## src/rtl/pipeline_flush_ctrl.sv

```systemverilog
// -----------------------------------------------------------------------------
// pipeline_flush_ctrl
//
// Purpose:
//   Generates the pipeline reset and per-stage flush controls for an in-order
//   pipeline. After system reset it holds the pipeline in reset for
//   HOLD_CYCLES clocks. In normal running it issues:
//     - a one-cycle IF (delay-slot) flush for annulled branches
//     - a one-cycle all-but-WB flush for traps
//   Requests that arrive while the pipeline is stalled, or while a flush is
//   already in progress, are remembered in one pending bit per request type.
//   They are serviced later. A trap always wins over an annul.
//
// Parameters:
//   NUM_STAGES  - pipeline stage count (bit 0 = IF, bit NUM_STAGES-1 = WB)
//   HOLD_CYCLES - post-reset hold length in clocks (1..255)
//   CNT_W       - annul statistics counter width
//
// Configuration macro:
//   FLUSH_STATS_EN - when defined, annul_count is a saturating count of
//                    entries into ANNUL; when undefined, annul_count is
//                    tied to zero.
//
// Ports:
//   clk             in   rising-edge clock
//   system_reset_n  in   asynchronous active-low system reset
//   ID_branch_instr in   branch instruction present in ID
//   a               in   annul bit of the ID branch
//   trap_req        in   trap request (flushes all stages except WB)
//   stall           in   pipeline stall, defers request consumption
//   reset_out       out  registered pipeline reset
//   flush_vec       out  registered per-stage flush
//   busy            out  high whenever the controller is not in RUN
//   annul_count     out  saturating count of annul flushes
// -----------------------------------------------------------------------------
module pipeline_flush_ctrl #(
  parameter int NUM_STAGES  = 5,
  parameter int HOLD_CYCLES = 3,
  parameter int CNT_W       = 8
) (
  input  logic                  clk,
  input  logic                  system_reset_n,
  input  logic                  ID_branch_instr,
  input  logic                  a,
  input  logic                  trap_req,
  input  logic                  stall,
  output logic                  reset_out,
  output logic [NUM_STAGES-1:0] flush_vec,
  output logic                  busy,
  output logic [CNT_W-1:0]      annul_count
);

  typedef enum logic [1:0] {
    RESET_HOLD = 2'd0,
    RUN        = 2'd1,
    ANNUL      = 2'd2,
    TRAP_FLUSH = 2'd3
  } state_t;

  localparam logic [7:0]            HOLD_INIT  = 8'(HOLD_CYCLES);
  localparam logic [NUM_STAGES-1:0] ALL_ONES   = {NUM_STAGES{1'b1}};
  // A trap flushes every stage except WB, so the instruction already in WB
  // still retires.
  localparam logic [NUM_STAGES-1:0] TRAP_MASK  = ALL_ONES >> 1;
  localparam logic [NUM_STAGES-1:0] ANNUL_MASK = NUM_STAGES'(1);

  state_t                r_state;
  state_t                w_state_nxt;
  logic [7:0]            r_hold_cnt;
  logic [7:0]            w_hold_cnt_nxt;
  logic                  r_pend_annul;
  logic                  r_pend_trap;
  logic                  w_pend_annul_nxt;
  logic                  w_pend_trap_nxt;
  logic                  w_annul_req;
  logic                  w_eff_annul;
  logic                  w_eff_trap;
  logic                  w_reset_out_nxt;
  logic [NUM_STAGES-1:0] w_flush_nxt;
  logic                  w_busy_nxt;
  logic                  r_reset_out;
  logic [NUM_STAGES-1:0] r_flush_vec;
  logic                  r_busy;

  assign w_annul_req = ID_branch_instr & a;
  // A pending flag counts as a live request even after its input has dropped.
  assign w_eff_trap  = trap_req | r_pend_trap;
  assign w_eff_annul = w_annul_req | r_pend_annul;

  // State, hold counter and pending request registers.
  always_ff @(posedge clk or negedge system_reset_n) begin
    if (!system_reset_n) begin
      r_state      <= RESET_HOLD;
      r_hold_cnt   <= HOLD_INIT;
      r_pend_annul <= 1'b0;
      r_pend_trap  <= 1'b0;
    end else begin
      r_state      <= w_state_nxt;
      r_hold_cnt   <= w_hold_cnt_nxt;
      r_pend_annul <= w_pend_annul_nxt;
      r_pend_trap  <= w_pend_trap_nxt;
    end
  end

  // Next-state, hold countdown and pending-flag update.
  always_comb begin
    w_state_nxt      = r_state;
    w_hold_cnt_nxt   = r_hold_cnt;
    w_pend_annul_nxt = r_pend_annul;
    w_pend_trap_nxt  = r_pend_trap;
    case (r_state)
      RESET_HOLD: begin
        // All request inputs are ignored while the hold is in progress.
        w_pend_annul_nxt = 1'b0;
        w_pend_trap_nxt  = 1'b0;
        if (r_hold_cnt <= 8'd1) begin
          w_state_nxt = RUN;
        end else begin
          w_hold_cnt_nxt = r_hold_cnt - 8'd1;
        end
      end
      RUN: begin
        if (stall) begin
          w_pend_trap_nxt  = r_pend_trap | trap_req;
          w_pend_annul_nxt = r_pend_annul | w_annul_req;
        end else if (w_eff_trap) begin
          // A trap supersedes any annul in the same cycle, and that annul
          // is dropped.
          w_state_nxt      = TRAP_FLUSH;
          w_pend_trap_nxt  = 1'b0;
          w_pend_annul_nxt = 1'b0;
        end else if (w_eff_annul) begin
          w_state_nxt      = ANNUL;
          w_pend_annul_nxt = 1'b0;
        end else begin
          w_state_nxt = RUN;
        end
      end
      ANNUL, TRAP_FLUSH: begin
        // Flush pulses last one cycle. New requests wait for RUN.
        w_state_nxt      = RUN;
        w_pend_trap_nxt  = r_pend_trap | trap_req;
        w_pend_annul_nxt = r_pend_annul | w_annul_req;
      end
      default: begin
        w_state_nxt = RESET_HOLD;
      end
    endcase
  end

  // Output decode from the next state, so the registered outputs line up with
  // the state register.
  always_comb begin
    w_reset_out_nxt = 1'b0;
    w_flush_nxt     = {NUM_STAGES{1'b0}};
    w_busy_nxt      = 1'b1;
    case (w_state_nxt)
      RESET_HOLD: begin
        w_reset_out_nxt = 1'b1;
        w_flush_nxt     = ALL_ONES;
      end
      RUN: begin
        w_busy_nxt = 1'b0;
      end
      ANNUL: begin
        w_flush_nxt = ANNUL_MASK;
      end
      TRAP_FLUSH: begin
        w_flush_nxt = TRAP_MASK;
      end
      default: begin
        w_reset_out_nxt = 1'b1;
        w_flush_nxt     = ALL_ONES;
      end
    endcase
  end

  // Registered outputs. Reset drives them straight to their hold values.
  always_ff @(posedge clk or negedge system_reset_n) begin
    if (!system_reset_n) begin
      r_reset_out <= 1'b1;
      r_flush_vec <= ALL_ONES;
      r_busy      <= 1'b1;
    end else begin
      r_reset_out <= w_reset_out_nxt;
      r_flush_vec <= w_flush_nxt;
      r_busy      <= w_busy_nxt;
    end
  end

  assign reset_out = r_reset_out;
  assign flush_vec = r_flush_vec;
  assign busy      = r_busy;

`ifdef FLUSH_STATS_EN
  logic [CNT_W-1:0] r_annul_cnt;
  logic             w_annul_entry;

  assign w_annul_entry = (r_state == RUN) && (w_state_nxt == ANNUL);

  // Saturating annul statistics counter.
  always_ff @(posedge clk or negedge system_reset_n) begin
    if (!system_reset_n) begin
      r_annul_cnt <= {CNT_W{1'b0}};
    end else if (w_annul_entry && (r_annul_cnt != {CNT_W{1'b1}})) begin
      r_annul_cnt <= r_annul_cnt + CNT_W'(1);
    end else begin
      r_annul_cnt <= r_annul_cnt;
    end
  end

  assign annul_count = r_annul_cnt;
`else
  assign annul_count = {CNT_W{1'b0}};
`endif

endmodule

```

## config.mk

```make
export PLATFORM = sky130hd
export DESIGN_NAME = pipeline_flush_ctrl
export DESIGN_NICKNAME = d
export VERILOG_FILES = /design/src/rtl/pipeline_flush_ctrl.sv
export SDC_FILE = /design/constraint.sdc
export NUM_CORES = 1
export LEC_CHECK = 0
export CORE_UTILIZATION = 46
export DETAILED_ROUTE_END_ITERATION = 6
export PLACE_DENSITY = 0.86
export SYNTH_ARGS = -nofsm -noshare
export SYNTH_HDL_FRONTEND = slang
export SYNTH_SLANG_ARGS = --single-unit
```

## constraint.sdc

```tcl
create_clock -name clk -period 1.9 [get_ports clk]
set_clock_uncertainty 0.05 [all_clocks]
set_input_delay 0.475 -clock clk [delete_from_list [all_inputs] [get_ports clk]]
set_output_delay 0.475 -clock clk [all_outputs]
set_load 0.02 [all_outputs]
```

-- Yosys cells after proc, flatten, opt, wreduce, memory -nomap -nowiden
Index checks and enable logic that the tools add are counted.
- register bits after elaboration: 19
- word-level logic and storage cells: 40
- output and inout port bits: 15
- input bits: 6
- bitwise operators: 4
- multiplexer cells: 15
- reductions and logical operators: 4
- add/subtract/negate cells: 1
- equal/unequal tests: 8
- magnitude comparators: 1
- operators with widths (operator ; number):
    one-hot mux 5 bit (3 select lines) ; 1
    == test 2 bit, second input constant ; 4
    less-or-equal comparator 8 x 1 -> 1 bit, second input constant ; 1
    two-way mux 2 bit ; 4
    subtractor 8 x 1 -> 8 bit, second input constant ; 1
    two-way mux 1 bit ; 7
    one-hot mux 1 bit (3 select lines) ; 2
    one-hot mux 2 bit (3 select lines) ; 1
    == test 2 x 1 -> 1 bit, second input constant ; 2
    zero test 2 bit ; 2
    inequality test 4 bit, second input constant ; 1
    inequality test 3 bit, second input constant ; 1
    bitwise OR 1 bit ; 2
    AND reduction 2 bit ; 1
    OR reduction 2 bit ; 1
    AND 1 bit ; 1
    NOT 1 bit ; 1

-- Longest topological paths before layout
Gate-level depths: netlist (run 1).
- depth after elaboration: 8
- mapped depth: 7
- depth with buffers taken out: 7

-- Worst setup path after synthesis (run 1)
No wires, ideal clock.
- kind: reg-to-reg
- from: register r_state[0]
- to: register r_hold_cnt[7]
- arrival time: 1.582 ns
- cell stages (with the launch flop): 5
- period minus slack after synthesis: 1.760 ns
- setup time: 0.128 ns
- path slack: 0.140 ns
- cells stage by stage: dfrtp_1 or4_4 or2_4 nor3_2 mux2_1
- longest elaborated chain between the ends: 2
- ends and longest elaborated chain (what ; RTL line ; text):
    start, declared ; 67 ; state_t r_state;
    start signal, assigned ; 98 ; r_state <= w_state_nxt;
    zero test 2 bit ; 111 ; case (r_state)
    AND reduction 2 bit (no line) ; - ;
    end signal, assigned ; 99 ; r_hold_cnt <= w_hold_cnt_nxt;
    end, declared ; 69 ; logic [7:0] r_hold_cnt;
Every way passes these cells.
A chain may end at the register's enable or synchronous reset.

-- Worst setup path in the final report (run 1)
Ends and elaborated chain as after synthesis.

==> results of run 1 <==
## layout make-up
type | count | area, um^2 | area share
Clock buffer | 4 | 26.3 | 0.0287
Inverter | 4 | 15.0 | 0.0164
Multi-Input combinational cell | 52 | 324 | 0.354
Sequential cell | 15 | 382 | 0.417
Tap cell | 16 | 20.0 | 0.0219
Timing Repair Buffer | 17 | 149 | 0.163
## logic make-up after synthesis
| kind of cell | share of synthesized area |
|---|---|
| AOI/OAI and AO/OA | 0.114 |
| xor gates and xnor gates | 0.0225 |
| adders and majority gates | 0.0643 |
| buffers and inverters | 0.135 |
| DFF | 0.490 |
| muxes | 0.0145 |
| other | 0.00482 |
| and+or+nand+nor | 0.154 |
## power groups by stage
stage / clock [W] / sequential [W] / combinational (W)
global placement: 0 / 0.000356 / 0.000125
finish: 0.000173 / 0.000350 / 0.000116
floorplan: 0 / 0.000366 / 0.0000849
CTS: 0.000181 / 0.000351 / 0.000115
detailed placement: 0 / 0.000358 / 0.000128
global route: 0.000193 / 0.000352 / 0.000126
## worst paths after layout
kind	end	slack, ps	cells past startpoint
max	r_hold_cnt[7]	60	4
min	r_hold_cnt[3]	450	2
max reg2reg	r_hold_cnt[7]	60	4
min reg2reg	r_pend_annul	470	2
max in group asynchronous	r_hold_cnt[0]	1100	2
min in group clk	r_pend_annul	470	2
## synthesized netlist by cell type, drive strengths merged
library cell	number
xor2	1
a21o	4
buf	12
xnor2	1
nor2	10
dfstp	5
ha	4
inv	4
a21oi	5
conb	1
o31ai	2
o21ai	2
dfrtp	10
nor3	5
or4	1
nor4	1
or2	1
or3	3
nand2	2
mux2	1
o31a	1
## layer usage
| layer | global-route usage | share of wire | vias up |
|---|---|---|---|
| li1 | - | - | 273 |
| met1 | 0.161 | 0.42 | 257 |
| met2 | 0.263 | 0.54 | 13 |
| met3 | 0.0383 | 0.029 | 2 |
| met4 | 0.0727 | 0.0071 | 0 |
| met5 | 0 | 0 | - |
## metrics by stage
| step | hold slack, ps | power, W |
|---|---|---|
| final | 455 | 0.000640 |
| after global routing | 460 | 0.000672 |
| after CTS | 452 | 0.000646 |
| after detailed placement | 453 | 0.000485 |
| after global placement | 436 | 0.000481 |
| after floorplan | 129 | 0.000451 |
## cells in the final DEF (no fill, tap or decap), types with 2 or more instances in the layout
| master | netlist | layout |
|---|---|---|
| sky130_fd_sc_hd__a21oi_1 | 5 | 5 |
| sky130_fd_sc_hd__o21ai_0 | 2 | 2 |
| sky130_fd_sc_hd__clkbuf_4 | 0 | 3 |
| sky130_fd_sc_hd__buf_4 | 12 | 5 |
| sky130_fd_sc_hd__dfrtp_1 | 10 | 10 |
| sky130_fd_sc_hd__nor3_1 | 4 | 4 |
| sky130_fd_sc_hd__dlygate4sd2_1 | 0 | 7 |
| sky130_fd_sc_hd__nand2_1 | 2 | 2 |
| sky130_fd_sc_hd__o31ai_1 | 2 | 2 |
| sky130_fd_sc_hd__or3_1 | 3 | 3 |
| sky130_fd_sc_hd__ha_1 | 4 | 4 |
| sky130_fd_sc_hd__conb_1 | 1 | 8 |
| sky130_fd_sc_hd__a21o_1 | 4 | 4 |
| sky130_fd_sc_hd__dfstp_2 | 5 | 5 |
| sky130_fd_sc_hd__nor2_1 | 10 | 10 |
| sky130_fd_sc_hd__clkdlybuf4s50_1 | 0 | 5 |
| sky130_fd_sc_hd__inv_1 | 4 | 4 |
## state kept, by name, summed over array words and instances, names as in the netlist
| name | cells |
|---|---|
| r_state | 2 |
| r_pend_trap | 1 |
| busy | 1 |
| flush_vec | 2 |
| r_hold_cnt | 8 |
| r_pend_annul | 1 |
## repair_timing
| action | 4_1_cts | 5_1_grt |
|---|---|---|
| hold endpoints to repair | 0 | 0 |
| resized for setup | 7 | 1 |
| setup buffers | 0 | 2 |
| setup endpoints to repair | 7 | 2 |
==> out/results.txt, run 1 <==
The region available for standard cell placement spans 1540 um^2. For the final layout net count, the log shows 103. Routability-driven placement finished with a final weighted congestion of 0.848. Synthesis produced a netlist whose cell count is 76. The final worst-path cycle share is 0.969, and the number of violations reported at the end of detailed-routing iteration 0 is 3. The logs give 59.8 ps for the final setup slack of the worst path and 1860 um^2 for the die area. The overall die width works out to 43.1 um. After detailed routing, the number of remaining DRC violations is 0.

For this run, the slowest stage of the critical path takes 550 ps. For the final instance area, the log shows 916 um^2. The launching point of the worst reg2reg path was r_state[0]. Counting the fill cells in the layout gives 139. The worst setup path is of the reg2reg kind.

The proportion of total power due to net switching works out to 0.272. TritonCTS built the clock tree. The tightest min-delay check is of the in2async type.

The worst path needs 1840 ps of the cycle, external delays included. After detailed routing, the average wire length per cell comes to 11.8 um. After global routing the overflow that remains totals 0. The CTS root buffer was sky130_fd_sc_hd__clkbuf_4.

The final wirelength is 1270 um. The reported max-cap violation count is 0. For the sequential group share of total power, the log shows 0.547. The total of buffers placed on input and output ports came out at 12. The via count of the first global-routing pass was 501. The worst setup path is captured at a flop. Length of the first detailed-routing pass in iterations: 3.

Setup violations remaining at the end of the flow were counted as 0. The count of nets left with antenna violations once routing finished came out at 0. The effective utilization at floorplan was 0.505.

Setup repair after global routing left no endpoint under its margin. The share of cells above drive strength 1 was 0.185. Internal cell power: 0.000466 W.

Together, buffers and inverters on the worst path number 0. After synthesis the netlist holds a flip-flop and latch count of 15. The tools report the area of placed instances as 877 um^2. The tools report the sum of negative setup slack as 0 ps. Counting distinct cell types in the post-synthesis netlist gives 22.

The post-placement worst setup slack is 50.9 ps. Grouping stages by cell kind, the critical path spends the most delay in simple AND/OR/NAND/NOR gates. The power per cell area was 699 nW/um^2; the number of max-slew violations in the final report was 0. The growth of design area from synthesis to finish was 17.7%. The biggest area contributor in the post-synthesis netlist is sky130_fd_sc_hd__dfrtp_1. No sink is reached through more buffers than the 2 on the longest clock path. The tools report the count of boundary I/O pins as 21.

The run gives 545 as the count of vias placed by the detailed router. Library cell contributing the largest single delay on the critical path: sky130_fd_sc_hd__or4_4. The signal on the critical path passes through or4_4 > or2_4 > nor3_2 > mux2_1.

The per-instance average area after synthesis was 10.2 um^2. The run gives 0 as the number of antenna violations at the first check in global routing. Timing would allow up to 543 MHz.

The final core area utilization was 0.594. Critical path startpoint: r_state[0]. Entering global routing, the biggest net connects 16 pins.

Clock latency on the worst-skew pair, taken at its later pin, is 270 ps. Summed over all nets, the switching power comes to 0.000174 W. 0 antenna diodes ended up in the layout. The share of Yosys cell area claimed by the top area cell type works out to 0.322.

The data arrival time of the critical path was 1940 ps. The global router's overall resource usage was 0.149. The share of power burned in combinational logic came out at 0.182. For the hold-fix buffer count after cts, the log shows 0. The data required time at the worst endpoint came out at 2000 ps. Counting tap cells, the placed design contains a total of 102 instances. The post-route non-filler standard cell count came out at 108. For this design the static power due to leakage is 0.482 nW.

CTS saw 15 sinks. After synthesis, the cell types taking the most area are sky130_fd_sc_hd__dfrtp_1, sky130_fd_sc_hd__dfstp_2, sky130_fd_sc_hd__buf_4. In this run the worst path has a maximum fanout of 3.

Clock tree synthesis inserted a total of 3 buffers. The share of synthesized area occupied by flip-flops and latches was 0.490. The via-per-instance ratio came out at 5.05.

The run gives 0 as the hold violation total from the final report. IR analysis of the VDD net gives a maximum drop of 0.459 mV. The total half-perimeter wirelength after legalization and detailed placement was 986 um; the wire length of the first global-routing pass was 1990 um.

Mapped cell area: 778 um^2. STA classifies the critical path startpoint as a flop. The tools report the count of synthesis-stage warnings from yosys as 0.

The flow ran to the end, and the final reports show no timing, DRC or antenna violations. The overall die height came out at 43.1 um. The number of H-tree levels was 1; the part of the total power dissipated in the clock network was 0.271.

Row generation in the floorplan step produced 14 rows. After clock tree synthesis, the clock-pin slew on the worst setup and hold paths is 80 ps.
Note: power is estimated with default switching activity, not from simulation.
==> inputs of run 2 (changes only) <==
Settings changed: REMOVE_ABC_BUFFERS set to 1.
==> run 2 against run 1 <==
Net effect: total power increased by 1.3%; count of clock-buffer cells in the layout unchanged; first-iteration DRC count increased to 3.0 times the previous value; combinational power about the same; final cell count decreased by 1.9%; utilization decreased by 0.49 points; non-clock buffer count decreased by 2.
==> out/results.txt, run 2 (same netlist as run 1, synthesis figures left out) <==
The run finished with clean final reports. The met1 usage is 0.185 (was 0.161), and the final wirelength is 1300 um (was 1270 um). The overall die width was 43.1 um (unchanged).

The power per cell area is 714 nW/um^2 (was 699 nW/um^2). The internal reg-to-reg setup slack came out at 100 ps (was 60 ps). The run gives 1010 um (was 986 um) as the total half-perimeter wirelength after legalization and detailed placement. Register bank with the most flops: r_hold_cnt (unchanged).

The post-layout minimum cycle time was 1800 ps (was 1840 ps). The logs give 2 (unchanged) for the maximum clock insertion buffer count and 9 (was 3) for the number of violations reported at the end of detailed-routing iteration 0. The logic depth of the worst register-to-register path was 4 (unchanged); the share of cells above drive strength 1 was 0.178 (was 0.185). The tools report the CTS root buffer as sky130_fd_sc_hd__clkbuf_4 (unchanged). The placed instance count came out at 101 (was 102).

The via-per-instance ratio is 5.08 (was 5.05). The highest net fanout along the worst path was 3 (unchanged). The tools report the launching point of the worst reg2reg path as r_state[0] (unchanged). The number of max-slew violations in the final report is 0 (unchanged), and the clock-pin slew on the worst setup and hold paths is 80 ps (about the same).

The overall die height was 43.1 um (unchanged); the length of the first detailed-routing pass in iterations was 4 (was 3). The achievable frequency is 554 MHz (was 543 MHz). The logs give 1 (unchanged) for the number of H-tree levels and 0 (unchanged) for the hold-fix buffer count after cts.

Chain of cells forming the critical path: or4_4 > or2_4 > nor3_4 > mux2_1 (was or4_4 > or2_4 > nor3_2 > mux2_1). The routability-driven placement congestion ratio is 0.788 (was 0.848). Clock insertion delay at the later pin of the skew report: 280 ps (was 270 ps).

For the residual overflow from global routing, the log shows 0 (unchanged). The total of buffers placed on input and output ports is 12 (unchanged). The growth of design area from synthesis to finish was 16.7% (was 17.7%); the post-placement worst setup slack was 87.8 ps (was 50.9 ps). The flip-flop count of the largest register after layout is 8 (unchanged). Most common cell after layout, fill and taps aside: sky130_fd_sc_hd__dfrtp_1. The worst stage delay on the critical path was 540 ps (was 550 ps). The remaining antenna violation count after routing was 0 (unchanged); the count of vias placed by the detailed router was 538 (was 545). The kind of cell adding the most delay to the critical path was simple AND/OR/NAND/NOR gates (unchanged).

Class of the most critical setup path: reg2reg (unchanged). The sum of negative setup slack was 0 ps (unchanged); the final setup slack of the worst path was 96.0 ps (was 59.8 ps). Category of the worst setup path capture point: a flop (unchanged). The library cell contributing the largest single delay on the critical path was sky130_fd_sc_hd__or4_4 (unchanged).

The remaining routing DRC violations was 0 (unchanged). The run gives 0.169 (was 0.149) as the global router's overall resource usage. The terminus of the critical flop-to-flop path was r_hold_cnt[7] (unchanged).

The final core area utilization was 0.589 (was 0.594); the effective utilization at floorplan was 0.505 (unchanged). The run gives 1860 um^2 (unchanged) as the die area. Startpoint class of the critical path: a flop (unchanged). The met2 track demand over resource in global routing was 0.266 (was 0.263).

The logs give 1930 ps (was 1940 ps) for the data arrival time of the critical path and 0 (unchanged) for the number of antenna violations at the first check in global routing. The detail-routed net length per standard cell was 12.3 um (was 11.8 um); the buffer and inverter count on the worst path was 0 (unchanged). The run gives 16 (unchanged) as the maximum number of pins on one net before global-route repair. The run gives 0.464 nW (was 0.482 nW) as the leakage power figure. The layer with the highest usage after global routing is met2 (unchanged). The run gives 2030 ps (was 2000 ps) as the data required time at the worst endpoint. The count of standard-cell rows came out at 14 (unchanged). The logs give 21 (unchanged) for the count of boundary I/O pins and 106 (was 108) for the post-route non-filler standard cell count.

Most frequent cells in the layout: sky130_fd_sc_hd__dfrtp_1, sky130_fd_sc_hd__nor2_1, sky130_fd_sc_hd__conb_1, sky130_fd_sc_hd__dlygate4sd2_1 (was sky130_fd_sc_hd__nor2_1, sky130_fd_sc_hd__dfrtp_1, sky130_fd_sc_hd__conb_1, sky130_fd_sc_hd__dlygate4sd2_1). Setup-violating endpoint count in the final report: 0 (unchanged). The via count of the first global-routing pass was 554 (was 501). The total clock sinks was 15 (unchanged); the hold violation total from the final report was 0 (unchanged). TritonCTS built the clock tree.

The maximum resistive drop on vdd is 0.511 mV (was 0.459 mV). The final layout net count came out at 101 (was 103). The wire length of the first global-routing pass is 2240 um (was 1990 um).

The number of buffers added by the clock tree synthesis step is 3 (unchanged), and the met3 usage in global routing is 0.0766 (was 0.0383). The total core area was 1540 um^2 (unchanged); the reported max-cap violation count was 0 (unchanged). The final worst-path cycle share is 0.949 (was 0.969). The worst hold-check path type was in2async (unchanged). The antenna cell count was 0 (unchanged).
-- run 2: worst max-delay path by stage --
stage / from / to / slack (ps) / cells after the start
after floorplan: r_state[0] / r_hold_cnt[7] / 140 / 4
after global placement: ID_branch_instr / flush_vec[3] / 110 / 5
after detailed placement: r_state[0] / r_hold_cnt[7] / 90 / 4
after CTS: r_hold_cnt[0] / r_hold_cnt[6] / 70 / 6
after global routing: r_state[0] / r_hold_cnt[7] / -8 / 4
final: r_state[0] / r_hold_cnt[7] / 100 / 4
-- run 2: through the flow --
stage | area (um^2) | total power [W] | hold WS (ps)
final | 908 | 0.000648 | 445
after global routing | 908 | 0.000683 | 455
after CTS | 887 | 0.000655 | 445
after detailed placement | 870 | 0.000484 | 448
after global placement | 870 | 0.000481 | 434
after floorplan | 714 | 0.000423 | 129
-- run 2: what timing repair did --
item                       in CTS  in global routing
hold endpoints to repair        0                  0
buffers inserted                0                  1
resized for setup               7                  3
setup endpoints to repair       7                  2
-- run 2: final cells by class --
type	instances	area, um^2
fillers	137	633
flip-flops and latches	15	382
multi-input cells	52	332
repair buffers	15	134
clock buffers	4	26.3
well taps	16	20.0
inverters	4	15.0
-- run 2: power breakdown --
part	switching, W	internal, W
Combinational	0.0000741	0.0000421
Clock	0.000101	0.0000816
Sequential	0.00000804	0.000342
-- run 2: layer usage --
metal,routed length [um],up-vias
met5,0,-
met4,29,0
met3,58,4
met2,692,12
met1,520,255
li1,-,267
==> inputs of run 3 (changes only) <==
Settings changed: CAP_MARGIN set to 10.
==> results of run 3 <==
Final layout, timing and power as in run 2 (identical DEF).
